===== src/rtl/crossing_ctrl.sv =====
// Rule engine for the cat/dog/mouse river-crossing puzzle: boarding, canoe trips, win/lose rules, BCD countdown.
// Optional trip limit enabled by defining MOVE_LIMIT_EN.
module crossing_ctrl #(
  parameter int         CROSS_TICKS = 4,
  parameter logic [3:0] TIME_TENS   = 4'd6,
  parameter logic [3:0] TIME_ONES   = 4'd0,
  parameter logic [3:0] MOVE_LIMIT  = 4'd7
) (
  input  logic       clk_1kHz,
  input  logic       rst_n,
  input  logic       tick_1hz,
  input  logic       tick_4hz,
  input  logic       start,
  input  logic       btn_cat,
  input  logic       btn_dog,
  input  logic       btn_mouse,
  input  logic       btn_go,
  output logic       cat_pos,
  output logic       dog_pos,
  output logic       mouse_pos,
  output logic       canoe_pos,
  output logic       cat_crossing,
  output logic       dog_crossing,
  output logic       mouse_crossing,
  output logic       canoe_crossing,
  output logic [3:0] cnt_canoe,
  output logic [3:0] ones,
  output logic [3:0] tens,
  output logic [1:0] game_state
);

  typedef enum logic [2:0] {
    S_IDLE  = 3'd0,
    S_PLAY  = 3'd1,
    S_CROSS = 3'd2,
    S_WIN   = 3'd3,
    S_LOSE  = 3'd4
  } state_t;

  localparam logic [1:0] GS_FAIL    = 2'd0;
  localparam logic [1:0] GS_WIN     = 2'd1;
  localparam logic [1:0] GS_CONT    = 2'd2;
  localparam logic [7:0] CROSS_LOAD = 8'(CROSS_TICKS);

`ifdef MOVE_LIMIT_EN
  localparam logic LIMIT_ON = 1'b1;
`else
  localparam logic LIMIT_ON = 1'b0;
`endif

  state_t     r_state;
  logic [3:0] r_btn_q;
  logic       r_cat_pos, r_dog_pos, r_mouse_pos, r_canoe_pos;
  logic       r_cat_x, r_dog_x, r_mouse_x, r_canoe_x;
  logic [3:0] r_cnt, r_ones, r_tens;
  logic [1:0] r_gs;
  logic [7:0] r_tick_cnt;

  logic [3:0] w_btn, w_press;
  logic [2:0] w_rider, w_pos, w_board_nx;
  logic       w_one_animal;
  logic [3:0] w_ones_dec, w_tens_dec, w_cnt_nx;
  logic       w_timeout, w_arrive;
  logic       w_cat_nx, w_dog_nx, w_mouse_nx, w_canoe_nx, w_far;
  logic       w_rule_lose, w_win, w_limit_hit;

  assign w_btn   = {btn_go, btn_mouse, btn_dog, btn_cat};
  assign w_press = w_btn & ~r_btn_q;
  assign w_rider = {r_mouse_x, r_dog_x, r_cat_x};
  assign w_pos   = {r_mouse_pos, r_dog_pos, r_cat_pos};

  // Exactly one animal button rising this cycle; simultaneous presses are discarded.
  always_comb begin
    case (w_press[2:0])
      3'b001, 3'b010, 3'b100: w_one_animal = 1'b1;
      default:                w_one_animal = 1'b0;
    endcase
  end

  // Next rider flags: pressing the rider unboards it, an empty canoe accepts an animal on its bank.
  always_comb begin
    w_board_nx = w_rider;
    if (w_one_animal) begin
      if ((w_press[2:0] & w_rider) != 3'b000) begin
        w_board_nx = 3'b000;
      end else if ((w_rider == 3'b000) &&
                   ((w_press[2:0] & ~(w_pos ^ {3{r_canoe_pos}})) != 3'b000)) begin
        w_board_nx = w_press[2:0];
      end else begin
        w_board_nx = w_rider;
      end
    end else begin
      w_board_nx = w_rider;
    end
  end

  // BCD countdown step: ones wraps 0 -> 9 with a borrow from tens.
  always_comb begin
    if (r_ones == 4'd0) begin
      w_ones_dec = 4'd9;
      w_tens_dec = r_tens - 4'd1;
    end else begin
      w_ones_dec = r_ones - 4'd1;
      w_tens_dec = r_tens;
    end
  end

  assign w_timeout = tick_1hz & (w_tens_dec == 4'd0) & (w_ones_dec == 4'd0);
  assign w_arrive  = tick_4hz & (r_tick_cnt <= 8'd1);
  assign w_cnt_nx  = (r_cnt == 4'd15) ? 4'd15 : r_cnt + 4'd1;

  // Arrival outcome, judged on the bank the canoe has just left.
  assign w_cat_nx    = r_cat_pos ^ r_cat_x;
  assign w_dog_nx    = r_dog_pos ^ r_dog_x;
  assign w_mouse_nx  = r_mouse_pos ^ r_mouse_x;
  assign w_canoe_nx  = ~r_canoe_pos;
  assign w_far       = ~w_canoe_nx;
  assign w_rule_lose = (w_cat_nx == w_far) & ((w_mouse_nx == w_far) | (w_dog_nx == w_far));
  assign w_win       = w_cat_nx & w_dog_nx & w_mouse_nx & w_canoe_nx;
  assign w_limit_hit = LIMIT_ON & (w_cnt_nx == MOVE_LIMIT);

  // Registered copy of the buttons for rising-edge detection.
  always_ff @(posedge clk_1kHz) begin
    if (!rst_n) begin
      r_btn_q <= 4'b0000;
    end else begin
      r_btn_q <= w_btn;
    end
  end

  // Game FSM with all display-facing outputs registered.
  always_ff @(posedge clk_1kHz) begin
    if (!rst_n || !start) begin
      r_state     <= S_IDLE;
      r_cat_pos   <= 1'b0;
      r_dog_pos   <= 1'b0;
      r_mouse_pos <= 1'b0;
      r_canoe_pos <= 1'b0;
      r_cat_x     <= 1'b0;
      r_dog_x     <= 1'b0;
      r_mouse_x   <= 1'b0;
      r_canoe_x   <= 1'b0;
      r_cnt       <= 4'd0;
      r_tens      <= TIME_TENS;
      r_ones      <= TIME_ONES;
      r_gs        <= GS_CONT;
      r_tick_cnt  <= 8'd0;
    end else begin
      case (r_state)
        S_IDLE: begin
          r_state <= S_PLAY;
        end
        S_PLAY: begin
          if (tick_1hz) begin
            r_ones <= w_ones_dec;
            r_tens <= w_tens_dec;
          end
          if (w_timeout) begin
            r_state <= S_LOSE;
            r_gs    <= GS_FAIL;
          end else if (w_press[3]) begin
            r_state    <= S_CROSS;
            r_canoe_x  <= 1'b1;
            r_tick_cnt <= CROSS_LOAD;
          end else begin
            {r_mouse_x, r_dog_x, r_cat_x} <= w_board_nx;
          end
        end
        S_CROSS: begin
          if (tick_1hz) begin
            r_ones <= w_ones_dec;
            r_tens <= w_tens_dec;
          end
          if (tick_4hz && (r_tick_cnt != 8'd0)) begin
            r_tick_cnt <= r_tick_cnt - 8'd1;
          end
          if (w_arrive) begin
            r_cat_pos   <= w_cat_nx;
            r_dog_pos   <= w_dog_nx;
            r_mouse_pos <= w_mouse_nx;
            r_canoe_pos <= w_canoe_nx;
            r_cat_x     <= 1'b0;
            r_dog_x     <= 1'b0;
            r_mouse_x   <= 1'b0;
            r_canoe_x   <= 1'b0;
            r_cnt       <= w_cnt_nx;
            // A winning arrival beats a simultaneous timeout.
            if (w_win) begin
              r_state <= S_WIN;
              r_gs    <= GS_WIN;
            end else if (w_rule_lose || w_limit_hit || w_timeout) begin
              r_state <= S_LOSE;
              r_gs    <= GS_FAIL;
            end else begin
              r_state <= S_PLAY;
            end
          end else if (w_timeout) begin
            r_state <= S_LOSE;
            r_gs    <= GS_FAIL;
          end
        end
        S_WIN, S_LOSE: begin
          r_state <= r_state;
        end
        default: begin
          r_state <= S_IDLE;
        end
      endcase
    end
  end

  assign cat_pos        = r_cat_pos;
  assign dog_pos        = r_dog_pos;
  assign mouse_pos      = r_mouse_pos;
  assign canoe_pos      = r_canoe_pos;
  assign cat_crossing   = r_cat_x;
  assign dog_crossing   = r_dog_x;
  assign mouse_crossing = r_mouse_x;
  assign canoe_crossing = r_canoe_x;
  assign cnt_canoe      = r_cnt;
  assign ones           = r_ones;
  assign tens           = r_tens;
  assign game_state     = r_gs;

endmodule


===== config.mk =====
export PLATFORM = sky130hd
export DESIGN_NAME = crossing_ctrl
export DESIGN_NICKNAME = d
export VERILOG_FILES = /design/src/rtl/crossing_ctrl.sv
export SDC_FILE = /design/constraint.sdc
export NUM_CORES = 1
export LEC_CHECK = 0
export ABC_CLOCK_PERIOD_IN_PS = 2000
export CAP_MARGIN = 20
export CORE_ASPECT_RATIO = 1.1
export CORE_MARGIN = 8
export CORE_UTILIZATION = 48
export DETAILED_ROUTE_END_ITERATION = 12
export MAX_ROUTING_LAYER = met4
export PLACE_DENSITY = 0.81
export SYNTH_ARGS = -nofsm -noshare
export SYNTH_HDL_FRONTEND = slang
export SYNTH_SLANG_ARGS = --single-unit

===== constraint.sdc =====
create_clock -name clk_1kHz -period 2 [get_ports clk_1kHz]
set_input_delay 0.2 -clock clk_1kHz [delete_from_list [all_inputs] [get_ports clk_1kHz]]
set_output_delay 0.2 -clock clk_1kHz [all_outputs]
set_load 0.03 [all_outputs]

==> results of run 1 <==
[layer usage]
metal / global-route usage / part of all wire
met1: 0.169 / 0.45
met2: 0.249 / 0.50
met3: 0.0390 / 0.038
met4: 0.0731 / 0.0099
met5: - / 0
[flip-flops by register name, summed over array words and instances (netlist names), 2 cells and up]
name        flops
game_state      2
r_state         3
r_btn_q         4
tens            4
cnt_canoe       4
ones            4
r_tick_cnt      8
[power groups by stage]
| stage | clock [mW] | combinational (mW) | sequential [mW] |
|---|---|---|---|
| 2_1_floorplan | 0 | 0.0823 | 0.780 |
| 3_3_place_gp | 0 | 0.138 | 0.776 |
| 3_5_place_dp | 0 | 0.140 | 0.777 |
| 4_1_cts | 0.578 | 0.141 | 0.759 |
| 5_1_grt | 0.622 | 0.174 | 0.763 |
| 6_report | 0.560 | 0.159 | 0.761 |
[synth_stat cells (all sizes together)]
| library cell | number | area, µm² |
|---|---|---|
| dfxtp | 37 | 741 |
| nor2 | 26 | 97.6 |
| nand2 | 18 | 67.6 |
| a21oi | 13 | 65.1 |
| xnor2 | 12 | 105 |
| clkbuf | 10 | 38.8 |
| inv | 10 | 37.5 |
| nor3 | 9 | 45.0 |
| o21ai | 9 | 45.0 |
| xor2 | 9 | 78.8 |
| nand3 | 8 | 40.0 |
| nor4 | 6 | 37.5 |
| and2 | 5 | 31.3 |
| nand2b | 5 | 31.3 |
| or4 | 5 | 37.5 |
| ha | 4 | 50.1 |
| nand4 | 4 | 25.0 |
| a22o | 3 | 26.3 |
| nor2b | 3 | 18.8 |
| nor3b | 3 | 22.5 |
| o211ai | 3 | 22.5 |
| or3 | 3 | 18.8 |
| a211oi | 2 | 15.0 |
| a221oi | 2 | 17.5 |
| a31oi | 2 | 18.8 |
| mux2i | 2 | 20.0 |
| nor4bb | 2 | 20.0 |
| o211a | 2 | 20.0 |
| o22ai | 2 | 12.5 |
| a211o | 1 | 8.76 |
| a21o | 1 | 7.51 |
| a22oi | 1 | 7.51 |
| a311oi | 1 | 8.76 |
| a41oi | 1 | 8.76 |
| and3b | 1 | 8.76 |
| and4b | 1 | 10.0 |
| nand4b | 1 | 8.76 |
| o2111ai | 1 | 8.76 |
| o21a | 1 | 7.51 |
| o21ba | 1 | 10.0 |
| or2b | 1 | 7.51 |
| or3b | 1 | 8.76 |
[worst max-delay path, delay by kind of cell (launching register included)]
| family | cells | cell delay [ns] |
|---|---|---|
| AOI/OAI and AO/OA | 3 | 0.53 |
| xor gates and xnor gates | 1 | 0.13 |
| DFF | 1 | 0.37 |
| and+or+nand+nor | 2 | 0.63 |
| buffers and inverters | 1 | 0.15 |
[worst max path at each step]
stage | from | to | slack (ns) | cells past startpoint
after floorplan | tens[1] | r_tick_cnt[7] | 0.02 | 7
after global placement | tick_1hz | cat_crossing | 0.04 | 7
after detailed placement | tick_1hz | dog_crossing | -0.03 | 7
after CTS | r_tick_cnt[1] | r_tick_cnt[2] | 0.02 | 9
after global routing | r_tick_cnt[3] | r_tick_cnt[3] | -0.04 | 7
final | r_tick_cnt[2] | r_tick_cnt[2] | 0.07 | 7
[stage by stage]
step / setup TNS, ns / instances
after CTS: 0 / 326
after detailed placement: -0.0903 / 318
after global routing: -0.0820 / 328
after floorplan: 0 / 232
final: 0 / 328
after global placement: 0 / 318
[cells in the final DEF (no fill, tap or decap), types with 3 or more instances in the layout]
cell / n
dfxtp_1: 34
clkdlybuf4s50_1: 30
nor2_1: 25
nand2_1: 18
buf_4: 14
a21oi_1: 13
xnor2_1: 12
o21ai_0: 9
xor2_1: 9
inv_1: 8
nor3_1: 8
nand3_1: 8
clkbuf_8: 7
nand2b_1: 5
and2_1: 5
nand4_1: 4
or4_1: 4
nor2b_1: 3
nor3b_1: 3
nor4_1: 3
o211ai_1: 3
nor4_2: 3
a22o_1: 3
or3_1: 3
[cells by family after synthesis]
kind of cell             Yosys count  synth area share
AO/OA/AOI/OAI                     46             0.162
XOR/XNOR                          21            0.0959
adder cells (fa/ha/maj)            4            0.0261
buffers and inverters             20            0.0398
flip-flops                        37             0.386
multiplexers                       2            0.0104
AND/OR/NAND/NOR                  102             0.280
[repair_timing]
action                     4_1_cts  5_1_grt
resized for setup                0       19
setup buffers                    0        1
setup endpoints to repair        0       13
[layout make-up]
cell class | count | area (µm²) | area share
Clock inverter | 1 | 5.00 | 0.00196
Inverter | 10 | 37.5 | 0.0147
Sequential cell | 37 | 747 | 0.292
Multi-Input combinational cell | 175 | 1190 | 0.464
Timing Repair Buffer | 46 | 422 | 0.165
Clock buffer | 7 | 96.3 | 0.0376
Tap cell | 52 | 65.1 | 0.0254
==> results.md, run 1 <==
* Status: completed
* Syn-to-layout area delta at 33.5%
* Dpl cell area at 0.00235 mm²
* Final HPWL DP at 3280 µm
* Clock root buffer: clkbuf_8
* Leak pwr at 0.941 nW
* GRT Total Usage at 0.151
* Combinational cell fraction of total power at 0.108
* Num CTS Buffers at 5
* Setup WS post-layout at 0.0659 ns
* Final core occ at 0.656
* Die Span X at 76.3 µm
* Final nets at roughly 290
* Ys Warns at 0
* Vias after detailed routing at 1811
* CP max FO at 5
* Max frequency at 517 MHz
* Startpoint types: flip-flop
* Design area at 0.00256 mm²
* Clock share of power at 0.378
* Hold crit path type: flip-flop to flip-flop
* Critical Path RT at 2.17 ns
* Crit share post-route at 0.967
* Share of post-route cells with drive strength above 1 at 0.156
* Final Hold Viols at 0
* Cell variety after synth at 44
* Worst VDD drop at ~0.44 mV
* IO Pins at 31
* Clk buf depth at 2
* Diodes inserted at 0
* Final WL at roughly 4700 µm
* Finish-stage setup viols at 0
* Core Region at 0.00390 mm²
* CTS Hold Buffers Added at 0
* Initial antenna violation count at 0
* H-tree Lvls at 2
* Worst hold path depth at 2
* Reg-to-reg startpoint: r_tick_cnt[2]
* Synthesized flop and latch total at 37
* RSZ-0062 raised after global routing: true
* Max-slew violations at 0
* Largest net degree at the start of global routing at 22
* Mean Syn Cell Area at between 8 and 9 µm²
* Total congestion overflow at 0
* Clk slew on worst S/H paths at 0.07 ns
* Crit path max-delay cell type: or4_4
* Least-Margin Pin Slew at around 0.46 ns
* CP cell instances: or4_4 -> o211a_1 -> a31oi_2 -> buf_6 -> nor2_1 -> xnor2_1 -> a21oi_1
* Slew margin rel. at 0.692
* Psw at 345 µW
* CP Class: flip-flop to flip-flop
* First-pass GRT wire length at about 7600 µm
* Die height at 82.3 µm
* Mapped Area at 0.00192 mm²
* GPL Wtd Cong at 0.881
* Vias per cell at 5.52
* Max stage delay on crit path at slightly below 0.6 ns
* Arr. time, crit path at 2.10 ns
* PwrDens at 579 mW/mm²
* Seq/Total Area, Yosys at 0.386
* Switch share at 0.233
* DR DRC count at 0
* Port bufs at 30
* Int Pwr at 1.14 mW
* Fillers at 330
* Synth Net Count at approximately 250
* Die area at 0.00628 mm²
* Post-Syn Instances at 232
* Row count at 24
* Max_cap viols at 0
* R2R cell count at 7
* Number of global-route vias before repair at 1721
* Worst-Skew Late Latency at 0.28 ns
* Reg-to-reg slack, setup at roughly 0.066 ns
* 1st-iter DRT viols at around 140
* Clock Sinks at 37
* DRT Pass-1 Iters at 4
* FF-to-FF End: r_tick_cnt[2]
* Design Power at 1.48 mW
* Hold Crit Endpoint: canoe_crossing
* Worst Setup End Kind: flip-flop
* Layout Skew at 0.00261 ns
* Antenna Violating Nets Remaining at 0
* Minimum clock period at ~1.9 ns
* Fraction of power consumed by sequential logic at 0.514
* Avg WL per Cell at about 14 µm
* Initial core utilization at 0.491
* Fin Hold WS at between 0.4 and 0.5 ns
* Worst slack, placed at -0.0279 ns
* Hold Path Origin: canoe_crossing
* CTS tree: done
Note: power is estimated with default switching activity, not from simulation.
==> inputs of run 2 (changes only) <==
--- a/config.mk
+++ b/config.mk
@@ -13,6 +13,7 @@
 export DETAILED_ROUTE_END_ITERATION = 12
 export MAX_ROUTING_LAYER = met4
 export PLACE_DENSITY = 0.81
+export SKIP_LAST_GASP = 1
 export SYNTH_ARGS = -nofsm -noshare
 export SYNTH_HDL_FRONTEND = slang
 export SYNTH_SLANG_ARGS = --single-unit
==> run 2 against run 1 <==
- clock skew is 0.0016 ns higher
- sequential share of layout area grew 0.11 points
- setup slack lost 0.037 ns
- via count down 0.17%
- largest cell class unchanged
- sequential cell count did not move
==> results.md, run 2 (synthesis gave the netlist of run 1 again) <==
* Biggest register: r_tick_cnt
* Clock Sinks at 37
* Max reg flops at 8
* Final WL at 4680 µm
* Clock root buffer: clkbuf_8
* Clk buf depth at 2
* Slew margin rel. at 0.687
* Share of post-route cells with drive strength above 1 at 0.149
* CP bufs+invs at 1
* Critical Path RT at ~2.2 ns
* Layout Skew at 0.00419 ns
* CP max FO at 5
* IO Pins at 31
* Final Non-Filler Cells at 328
* Minimum clock period at 1.97 ns
* First-pass GRT wire length at 7640 µm
* Port bufs at 30
* 1st-iter DRT viols at 120
* GPL Wtd Cong at 0.881
* Total congestion overflow at 0
* Status: completed
* DR DRC count at 0
* Startpoint types: flip-flop
* Avg WL per Cell at around 14 µm
* Core Region at 0.00390 mm²
* Vias after detailed routing at about 1800
* Top delay family on crit path: simple AND/OR/NAND/NOR gates
* Worst-Skew Late Latency at 0.28 ns
* DRT Pass-1 Iters at 4
* Diodes inserted at 0
* Least-Margin Pin Slew at 0.465 ns
* Max_cap viols at 0
* CTS tree: done
* Clk slew on worst S/H paths at 0.07 ns
* Max stage delay on crit path at 0.60 ns
* Die height at 82.3 µm
* Antenna Violating Nets Remaining at 0
* RSZ-0062 raised after global routing: true
* Num CTS Buffers at 5
* Max frequency at 507 MHz
* Row count at 24
* Syn-to-layout area delta at 32.9%
* CP Class: flip-flop to flip-flop
* CP cell instances: or4_1 -> o211a_1 -> a31oi_2 -> buf_6 -> nor2_1 -> xnor2_1 -> a21oi_1
* Initial antenna violation count at 0
* Arr. time, crit path at 2.14 ns
* Commonest non-fill, non-tap cell in the layout: dfxtp_1
* Dpl cell area at roughly 0.0024 mm²
* Most frequent cells in the layout: 34 x dfxtp_1, 30 x clkdlybuf4s50_1, 25 x nor2_1
* Reg-to-reg slack, setup at 0.03 ns
* Crit share post-route at 0.985
* Final HPWL DP at 3280 µm
* Number of global-route vias before repair at 1721
* Crit path max-delay cell type: or4_1
* H-tree Lvls at 2
* Leak pwr at 0.941 nW
* Finish-stage setup viols at 0
* Initial core utilization at 0.491
* CTS Hold Buffers Added at 0
* Final nets at 288
* Hold crit path type: flip-flop to flip-flop
* Max-slew violations at 0
* Largest net degree at the start of global routing at 22
* Vias per cell at 5.51
* Final Hold Viols at 0
* Cell total after placement at 318
* Design area at 0.00255 mm²
* GRT Total Usage at 0.151
* Worst VDD drop at 0.435 mV
* Worst Setup End Kind: flip-flop
* PwrDens at 581 mW/mm²
* Die area at 0.00628 mm²
* Die Span X at ~76 µm
[run 2: changes by cell type in the layout (fill, tap and decap cells not counted)]
cell,change
or4_1,+1
nor4_1,+1
or4_4,-1
nor4_2,-1
[run 2: routing by layer]
| layer | up-vias | routed length, µm | track usage |
|---|---|---|---|
| met5 | - | 0 | - |
| met4 | 0 | 47 | 0.0731 |
| met3 | 4 | 169 | 0.0390 |
| met2 | 45 | 2320 | 0.249 |
| met1 | 849 | 2150 | 0.169 |
| li1 | 910 | - | - |
[run 2: repair_timing]
item                                    in CTS  in global routing
buffers inserted                             0                  1
gates resized for setup                      0                 17
endpoints found under the setup margin       0                 13
[run 2: final timing paths]
| kind | start | cells after the start | endpoint |
|---|---|---|---|
| setup / recovery | r_tick_cnt[3] | 7 | r_tick_cnt[2] |
| hold / removal | canoe_crossing | 2 | canoe_crossing |
| setup reg to reg | r_tick_cnt[3] | 7 | r_tick_cnt[2] |
| hold reg to reg | canoe_crossing | 2 | canoe_crossing |
[run 2: worst register-to-register path, delay by kind of cell, from the launching register on]
family | cells | cell delay (ns)
AOI/OAI and AO/OA | 3 | 0.55
xor gates and xnor gates | 1 | 0.13
buffers and inverters | 1 | 0.15
DFF | 1 | 0.37
and+or+nand+nor | 2 | 0.65
[run 2: report_power, final]
part	internal, mW	total (mW)	switching [mW]
clock network	0.311	0.564	0.253
logic	0.0748	0.157	0.0818
registers	0.748	0.761	0.0128
[run 2: through the flow]
step	power [mW]	worst slack (ns)	hold WS [ns]	setup TNS, ns	util
2_1_floorplan	0.862	0.0160	0.322	0	-
3_3_place_gp	0.914	0.0407	0.442	0	0.603
3_5_place_dp	0.917	-0.0279	0.439	-0.0903	0.603
4_1_cts	1.48	0.0248	0.458	0	0.629
5_1_grt	1.56	-0.0804	0.477	-0.244	0.653
6_report	1.48	0.0292	0.455	0	0.653
[run 2: cell type report]
class	count	area (µm²)
clock inverter	1	5.00
multi-input combinational	175	1180
sequential	37	747
fill	332	1350
tap	52	65.1
clock buffer	7	96.3
timing repair buffer	46	422
inverter	10	37.5
==> inputs of run 3 (changes only) <==
--- a/config.mk
+++ b/config.mk
@@ -5,14 +5,14 @@
 export SDC_FILE = /design/constraint.sdc
 export NUM_CORES = 1
 export LEC_CHECK = 0
-export ABC_CLOCK_PERIOD_IN_PS = 2000
+export ABC_CLOCK_PERIOD_IN_PS = 2500
 export CAP_MARGIN = 20
 export CORE_ASPECT_RATIO = 1.1
 export CORE_MARGIN = 8
-export CORE_UTILIZATION = 48
+export CORE_UTILIZATION = 55
 export DETAILED_ROUTE_END_ITERATION = 12
 export MAX_ROUTING_LAYER = met4
-export PLACE_DENSITY = 0.81
+export PLACE_DENSITY = 0.87
 export SKIP_LAST_GASP = 1
 export SYNTH_ARGS = -nofsm -noshare
 export SYNTH_HDL_FRONTEND = slang
==> constraint.sdc (replaced) <==
create_clock -name clk_1kHz -period 2.5 [get_ports clk_1kHz]
set_input_delay 0.25 -clock clk_1kHz [delete_from_list [all_inputs] [get_ports clk_1kHz]]
set_output_delay 0.25 -clock clk_1kHz [all_outputs]
set_load 0.03 [all_outputs]
==> run 3 against run 2 <==
- routed wire length down 6.8%
- sequential cell count stayed put
- first-iteration DRC count down 9.2%
- global-route usage up 1.8 points
- power fell by 30%
- via count shrank 1.9%
- count of clock-buffer cells in the layout is the same
==> results.md, run 3 (synthesis gave the netlist of run 1 again) <==
* Slew margin rel. at 0.680
* Vias after detailed routing at roughly 1800
* Worst hold path depth at 2
* Post-CTS Resized at 0
* Initial antenna violation count at 0
* Max stage delay on crit path at 0.45 ns
* Clock share of power at 0.310
* First-pass GRT wire length at 7600 µm
* Number of global-route vias before repair at 1729
* Clock Sinks at 37
* CTS tree: done
* Syn-to-layout area delta at 20.8%
* Port bufs at 30
* H-tree Lvls at 2
* GRT Total Usage at 0.169
* Clk buf depth at 2
* Final nets at 275
* Share of post-route cells with drive strength above 1 at 0.0458
* Psw at 256 µW
* Hold crit path type: flip-flop to flip-flop
* Critical Path RT at approximately 2.7 ns
* Leak pwr at about 0.84 nW
* Fin Hold WS at ~0.46 ns
* Num CTS Buffers at 5
* Final HPWL DP at around 3100 µm
* Max_cap viols at 0
* Combinational cell fraction of total power at 0.102
* Clk slew on worst S/H paths at around 0.10 ns
* DR DRC count at 0
* Avg WL per Cell at 14.1 µm
* Max-slew violations at 0
* Least-Margin Pin Slew at between 0.4 and 0.5 ns
* CP cell instances: inv_1 -> ha_1 -> or3b_2 -> o211a_1 -> a31oi_2 -> nor2_1 -> xnor2_1 -> a21oi_1
* CTS Hold Buffers Added at 0
* Final Hold Viols at 0
* GPL Wtd Cong at just over 0.9
* RSZ-0062 raised after global routing: false
* Largest net degree at the start of global routing at 22
* Finish-stage setup viols at 0
* Total congestion overflow at 0
* Core Region at 0.00333 mm²
* Clock root buffer: clkbuf_4
* Antenna Violating Nets Remaining at 0
* Cell total after placement at between 300 and 400
* Crit path max-delay cell type: or3b_2
* Worst VDD drop at 0.344 mV
* Max reg flops at 8
* 1st-iter DRT viols at 109
* Row count at 22
* Worst-Skew Late Latency at ~0.34 ns
* Final WL at 4360 µm
* DRT Pass-1 Iters at 4
* Setup Buffers After CTS at 0
* Worst Setup End Kind: flip-flop
* Status: completed
* Vias per cell at 5.72
* Int Pwr at roughly 780 µW
* R2R cell count at 8
* Crit share post-route at 0.890
* Fraction of power consumed by sequential logic at 0.588
* Die height at 77.9 µm
* Initial core utilization at 0.576
* Final core occ at 0.696
* Setup_tns at 0 ns
* Startpoint types: flip-flop
* Max frequency at 450 MHz
* IO Pins at 31
* Biggest register: r_tick_cnt
* Fillers at between 200 and 300
* CP max FO at 10
* CP Class: flip-flop to flip-flop
* Final Non-Filler Cells at 310
* Minimum clock period at roughly 2.2 ns
* Layout Skew at 0.0172 ns
* PwrDens at 447 mW/mm²
* Most frequent cells in the layout: 37 x dfxtp_1, 30 x clkdlybuf4s50_1, 26 x nor2_1
* Diodes inserted at 0
* Area of the multi-input gates at about 0.0011 mm²
* Arr. time, crit path at 2.45 ns
* Register area at 741 µm²
* Worst slack, placed at 0.297 ns
* Setup WS post-layout at between 0.2 and 0.3 ns
* Switch share at 0.247
* Die area at 0.00564 mm²
* Die Span X at ~72 µm
* Commonest non-fill, non-tap cell in the layout: dfxtp_1
==> run 3: cell types whose count changed in the layout (fill, tap and decap cells not counted), moves of 3 or more <==
cell | before | now
buf_4 | 14 | 3
dfxtp_1 | 34 | 37
clkbuf_8 | 7 | 1
clkbuf_4 | 0 | 5
==> run 3: through the flow <==
step / area, µm² / power [mW]
2_1_floorplan: 1920 / 0.691
3_3_place_gp: 2260 / 0.723
3_5_place_dp: 2260 / 0.726
4_1_cts: 2320 / 1.04
5_1_grt: 2320 / 1.09
6_report: 2320 / 1.04
==> run 3: worst max-delay path: cells and delay by family (launching register included) <==
kind	cells	cell delay, ns
compound gates	3	0.73
xor+xnor	1	0.16
fa+ha+maj	1	0.19
buf+inv	1	0.08
flops	1	0.38
simple gates	2	0.56
==> run 3: final timing paths <==
path	start	end	slack, ns
hold / removal	canoe_crossing	canoe_crossing	0.46
setup / recovery	r_tick_cnt[0]	r_tick_cnt[2]	0.28
hold reg to reg	canoe_crossing	canoe_crossing	0.46
setup reg to reg	r_tick_cnt[0]	r_tick_cnt[2]	0.28
==> run 3: layer usage <==
metal  GRT usage  wire length (µm)  vias up
met5           -                 0        -
met4       0.102               113        0
met3      0.0308               212       11
met2       0.257              2060       57
met1       0.201              1980      815
li1            -                 -      890
==> run 3: final cells by class <==
class,count,share of cell area
Sequential cell,37,0.320
Multi-Input combinational cell,175,0.475
Clock buffer,7,0.0238
Inverter,10,0.0162
Timing Repair Buffer,33,0.139
Tap cell,48,0.0259
==> run 3: power by group through the flow <==
| stage | clock network [mW] | logic (mW) | registers (mW) |
|---|---|---|---|
| finish | 0.321 | 0.106 | 0.609 |
| global route | 0.359 | 0.116 | 0.611 |
| CTS | 0.325 | 0.105 | 0.609 |
| detailed placement | 0 | 0.104 | 0.622 |
| global placement | 0 | 0.102 | 0.622 |
| floorplan | 0 | 0.0658 | 0.625 |
